$ cat src/rtl/axis_uart_bridge_tx.sv
// AXI-Stream word to UART serializer: sends N_BYTES bytes per word, byte 0 first, LSB first, 8N1.
// Define AXIS_UART_BRIDGE_TX_PARITY_EN to insert an even-parity bit before each stop bit (8E1).
module axis_uart_bridge_tx #(
    parameter int UART_SPEED = 115200,
    parameter int FREQ_HZ    = 100000000,
    parameter int N_BYTES    = 32
) (
    input  logic                 clk,
    input  logic                 reset,
    input  logic [N_BYTES*8-1:0] S_AXIS_TDATA,
    input  logic                 S_AXIS_TVALID,
    output logic                 S_AXIS_TREADY,
    output logic                 UART_TX,
    output logic                 BUSY
);

    localparam int CLOCK_DURATION = FREQ_HZ / UART_SPEED;
    localparam int CNT_W  = (CLOCK_DURATION > 2) ? $clog2(CLOCK_DURATION) : 1;
    localparam int BYTE_W = (N_BYTES > 1) ? $clog2(N_BYTES) : 1;

    generate
        if (CLOCK_DURATION < 2 || N_BYTES < 1) begin : g_bad_cfg
            $error("axis_uart_bridge_tx: need FREQ_HZ/UART_SPEED >= 2 and N_BYTES >= 1");
        end
    endgenerate

    typedef enum logic [2:0] {
        IDLE,
        START,
        DATA,
`ifdef AXIS_UART_BRIDGE_TX_PARITY_EN
        PARITY,
`endif
        STOP
    } state_t;

    state_t               state_q, state_d;
    logic [CNT_W-1:0]     bit_cnt_q, bit_cnt_d;
    logic [2:0]           bit_idx_q, bit_idx_d;
    logic [BYTE_W-1:0]    byte_cnt_q, byte_cnt_d;
    logic [N_BYTES*8-1:0] shift_q, shift_d;
    logic                 tx_q, tx_d;
    logic                 ready_q, ready_d;
`ifdef AXIS_UART_BRIDGE_TX_PARITY_EN
    logic                 parity_q, parity_d;
`endif
    logic                 bit_end;

    assign bit_end = (bit_cnt_q == CNT_W'(CLOCK_DURATION - 1));

    // tx_d carries the level of the bit the FSM is entering, so the line is registered.
    always_comb begin
        state_d    = state_q;
        bit_cnt_d  = bit_cnt_q;
        bit_idx_d  = bit_idx_q;
        byte_cnt_d = byte_cnt_q;
        shift_d    = shift_q;
        tx_d       = tx_q;
`ifdef AXIS_UART_BRIDGE_TX_PARITY_EN
        parity_d   = parity_q;
`endif
        if (state_q == IDLE) begin
            bit_cnt_d = '0;
        end else begin
            bit_cnt_d = bit_end ? '0 : bit_cnt_q + CNT_W'(1);
        end

        case (state_q)
            IDLE: begin
                if (S_AXIS_TVALID && ready_q) begin
                    shift_d    = S_AXIS_TDATA;
                    byte_cnt_d = '0;
                    bit_idx_d  = '0;
                    state_d    = START;
                    tx_d       = 1'b0;
                end
            end
            START: begin
                if (bit_end) begin
                    state_d   = DATA;
                    bit_idx_d = '0;
                    tx_d      = shift_q[0];
`ifdef AXIS_UART_BRIDGE_TX_PARITY_EN
                    parity_d  = ^shift_q[7:0];
`endif
                end
            end
            DATA: begin
                if (bit_end) begin
                    // Shifting after every bit leaves the next byte in shift_q[7:0].
                    shift_d   = shift_q >> 1;
                    bit_idx_d = bit_idx_q + 3'd1;
                    if (bit_idx_q == 3'd7) begin
`ifdef AXIS_UART_BRIDGE_TX_PARITY_EN
                        state_d = PARITY;
                        tx_d    = parity_q;
`else
                        state_d = STOP;
                        tx_d    = 1'b1;
`endif
                    end else begin
                        tx_d = shift_q[1];
                    end
                end
            end
`ifdef AXIS_UART_BRIDGE_TX_PARITY_EN
            PARITY: begin
                if (bit_end) begin
                    state_d = STOP;
                    tx_d    = 1'b1;
                end
            end
`endif
            STOP: begin
                if (bit_end) begin
                    if (byte_cnt_q == BYTE_W'(N_BYTES - 1)) begin
                        state_d = IDLE;
                        tx_d    = 1'b1;
                    end else begin
                        state_d    = START;
                        byte_cnt_d = byte_cnt_q + BYTE_W'(1);
                        tx_d       = 1'b0;
                    end
                end
            end
            default: begin
                state_d = IDLE;
                tx_d    = 1'b1;
            end
        endcase

        ready_d = (state_d == IDLE);
    end

    always_ff @(posedge clk) begin
        if (reset) begin
            state_q    <= IDLE;
            bit_cnt_q  <= '0;
            bit_idx_q  <= '0;
            byte_cnt_q <= '0;
            shift_q    <= '0;
            tx_q       <= 1'b1;
            ready_q    <= 1'b0;
`ifdef AXIS_UART_BRIDGE_TX_PARITY_EN
            parity_q   <= 1'b0;
`endif
        end else begin
            state_q    <= state_d;
            bit_cnt_q  <= bit_cnt_d;
            bit_idx_q  <= bit_idx_d;
            byte_cnt_q <= byte_cnt_d;
            shift_q    <= shift_d;
            tx_q       <= tx_d;
            ready_q    <= ready_d;
`ifdef AXIS_UART_BRIDGE_TX_PARITY_EN
            parity_q   <= parity_d;
`endif
        end
    end

    assign S_AXIS_TREADY = ready_q & ~reset;
    assign UART_TX       = tx_q;
    assign BUSY          = (state_q != IDLE);

endmodule

$ cat config.mk
export PLATFORM = sky130hd
export DESIGN_NAME = axis_uart_bridge_tx
export DESIGN_NICKNAME = d
export VERILOG_FILES = /design/src/rtl/axis_uart_bridge_tx.sv
export SDC_FILE = /design/constraint.sdc
export NUM_CORES = 1
export LEC_CHECK = 0
export CORE_MARGIN = 8
export CORE_UTILIZATION = 55
export DETAILED_ROUTE_END_ITERATION = 12
export DONT_BUFFER_PORTS = 1
export PLACE_DENSITY = 0.8
export SYNTH_ARGS = -nofsm -noshare
export SYNTH_HDL_FRONTEND = slang
export SYNTH_SLANG_ARGS = --single-unit
$ cat constraint.sdc
create_clock -name clk -period 4.6 [get_ports clk]
set_input_delay 0.69 -clock clk [delete_from_list [all_inputs] [get_ports clk]]
set_output_delay 0.69 -clock clk [all_outputs]
set_load 0.005 [all_outputs]
==> results.json <==
{
  "p_leak_uw": 0.00456,
  "final_cells": 1751,
  "clkTransAtPathRegs_ns": 0.06,
  "post_cts_buffers": 0,
  "grt_pass1_wl_um": 52500,
  "seqPwrFrac_pct": 50.2,
  "synth-seq-cells": 279,
  "grt_max_degree": 263,
  "gp_congestion": 0.765,
  "place_inst": 1701,
  "cp-end-kind": "register",
  "yosys-top-cells-area": "dfxtp_1 (45%), a311oi_1 (18%), nand2_1 (16%)",
  "first_iter_violations": 1254,
  "synth_ff_type": "dfxtp_1",
  "final-hold-violation-count": 0,
  "wirelength_um": 32300,
  "drt_pass1_iterations": 7,
  "initial_core_util_pct": 55.4,
  "syn-cell-area_um2": 12400,
  "hpwl_um": 19000,
  "worstHoldEndpoint": "shift_q[227]",
  "hold_start": "reset",
  "clock_skew_ns": 0.0217,
  "fin_crit_ns": 2.95,
  "die_x_um": 166,
  "finalHoldWorstSlack_ns": 0.260,
  "worst_slack_ns": 1.65,
  "core_area_um2": 22400,
  "gr-usage-met1_pct": 29.4,
  "crit_fanout": 255,
  "yosysTopAreaCellShare_pct": 44.9,
  "cts.sinks": 279,
  "status": "finished, final reports clean",
  "critPathTopFamily": "simple AND/OR/NAND/NOR gates",
  "period_share_pct": 64.1,
  "synth.avg_cell_area_um2": 7.87,
  "critPathKind": "reg -> reg",
  "synth_edf_count": 0,
  "fin_tns_setup_ns": 0,
  "synth_common_cells": "nand2_1 (521), dfxtp_1 (279), nor3_1 (259), a311oi_1 (256), clkbuf_1 (118)",
  "ys_async_sr_fraction_pct": 0,
  "numPortBuffers": 0,
  "die_area_um2": 27700,
  "synthCells": 1580,
  "critPathMaxStageDelay_ns": 0.57,
  "p_sw_uw": 1180,
  "root_buffer": "clkbuf_16",
  "worst_pin_slew_ns": 1.40,
  "grt_pass1_vias": 10500,
  "grt_overflow": 0,
  "syn2layout_area_growth_pct": 5.76,
  "ctsResizeCount": 0,
  "cp_num_buf_inv": 1,
  "finalSetupViolations": 0,
  "whs_path_depth": 1,
  "maxCapViolations": 0,
  "start_kind": "register",
  "numCtsBuffers": 29,
  "drv_slew": 0,
  "pre_cts_ws_ns": 1.73,
  "ir_drop_uv": 291,
  "synth.distinct_cells": 40,
  "ios": 262,
  "power_density_nw_per_um2": 395,
  "avgViaCountPerCell": 6.45,
  "clk_path_buf_depth": 3,
  "tritoncts": "built",
  "swShare_pct": 22.8,
  "cp_cell_sequence": "or3b_4 > nor4_4 > buf_12 > nor3_1 > a311oi_1",
  "yosys_warnings": 0,
  "intPower_uw": 4010,
  "power_frac_clock_pct": 43.2,
  "use_met3_pct": 5.89,
  "nets": 1711,
  "rsz0062_at_grt": "no",
  "h-tree-depth": 1,
  "comb_power_share_pct": 6.6,
  "max_freq_mhz": 339,
  "wire_per_inst_um": 18.4,
  "antenna_found_initial": 1,
  "drc": 0,
  "reg2reg_to": "shift_q[16]",
  "synth.most_common_cell": "nand2_1",
  "critical_path_required_ns": 5.01,
  "grtUsageTotal_pct": 21.6,
  "r2r_cells": 5,
  "hold_buffers": 0,
  "vias": 11300,
  "ant_nets": 0,
  "r2r_start": "state_q[1]",
  "critical_path.slowest_cell": "buf_12",
  "fp.dieH_um": 166,
  "synthesis.nets": 1844,
  "grt.busiest_layer": "met2",
  "row_count": 55,
  "min-delay-path-class": "in -> reg",
  "grtUsageMet2_pct": 33.6,
  "cp.arrival_ns": 3.36,
  "slew_headroom_pct": 6.84,
  "synth-seq-area-share_pct": 44.9,
  "drive_gt1_share_pct": 4.30,
  "insertion_delay_ns": 0.54,
  "synth_largest_area_cell": "dfxtp_1",
  "ff2ff_setup_slack_ns": 1.65
}
-- layer usage --
layer / up-vias / routed length, um
met1: 5391 / 14300
met5: - / 0
met3: 37 / 2770
li1: 5449 / -
met2: 415 / 14700
met4: 0 / 517
-- cell type report --
cell class | instances | area, um2
well taps | 285 | 357
clock buffers | 40 | 837
flip-flops and latches | 279 | 5590
fillers | 2020 | 9290
inverters | 4 | 15.0
repair buffers | 10 | 150
multi-input cells | 1123 | 6130
diodes | 1 | 2.50
clock inverters | 9 | 70.1
-- stage by stage --
| stage | cell area (um2) | utilization [%] | total power [uW] |
|---|---|---|---|
| 2_1_floorplan | 12400 | - | 2960 |
| 3_3_place_gp | 12200 | 54.6 | 2980 |
| 3_5_place_dp | 12200 | 54.6 | 3000 |
| 4_1_cts | 13100 | 58.6 | 5240 |
| 5_1_grt | 13100 | 58.6 | 5400 |
| 6_report | 13100 | 58.6 | 5190 |
-- how the worst max path moves through the flow --
stage | start | endpoint | cells after the start
after floorplan | S_AXIS_TVALID | shift_q[182] | 6
after global routing | bit_cnt_q[0] | shift_q[85] | 6
after global placement | S_AXIS_TVALID | shift_q[230] | 6
after CTS | state_q[0] | shift_q[229] | 6
final | state_q[1] | shift_q[16] | 5
after detailed placement | S_AXIS_TVALID | shift_q[88] | 6
-- cells in the final DEF (no fill, tap or decap), types with 2 or more instances in the layout --
cell	n
clkbuf_8	7
nor4bb_1	2
ha_1	5
buf_4	4
o311a_1	2
clkbuf_1	4
xor2_1	5
a21oi_1	5
nor2_1	15
nand4bb_1	2
inv_1	3
or3_1	6
nand4_1	2
nand2_1	521
nor4_1	2
xnor2_1	4
o21ai_0	5
clkbuf_16	29
buf_12	6
clkinv_2	8
dfxtp_1	279
mux2i_1	6
nor3_1	259
a311oi_1	256
nand3_1	7
-- power groups by stage --
| stage | registers [uW] | clock network, uW | logic, uW |
|---|---|---|---|
| final | 2610 | 2240 | 342 |
| after detailed placement | 2660 | 0 | 342 |
| after CTS | 2610 | 2290 | 344 |
| after global placement | 2650 | 0 | 330 |
| after global routing | 2620 | 2400 | 385 |
| after floorplan | 2640 | 0 | 316 |
-- registers in the layout, indices dropped and copies added, names as in the netlist --
name        cells
bit_idx_q       3
byte_cnt_q      5
ready_q         1
UART_TX         1
shift_q       256
state_q         3
bit_cnt_q      10
-- cells by family (layout without fill, tap and decap cells) --
family	count (synthesis)	in the layout	synth area share (%)
AO/OA/AOI/OAI	273	273	19.0
adder cells (fa/ha/maj)	5	5	0.503
multiplexers	6	6	0.483
other	1	2	0.0302
flip-flops	279	279	44.9
buffers and inverters	178	63	5.90
XOR/XNOR	9	9	0.634
AND/OR/NAND/NOR	829	829	28.6
Power figures use the tool's default switching activity.
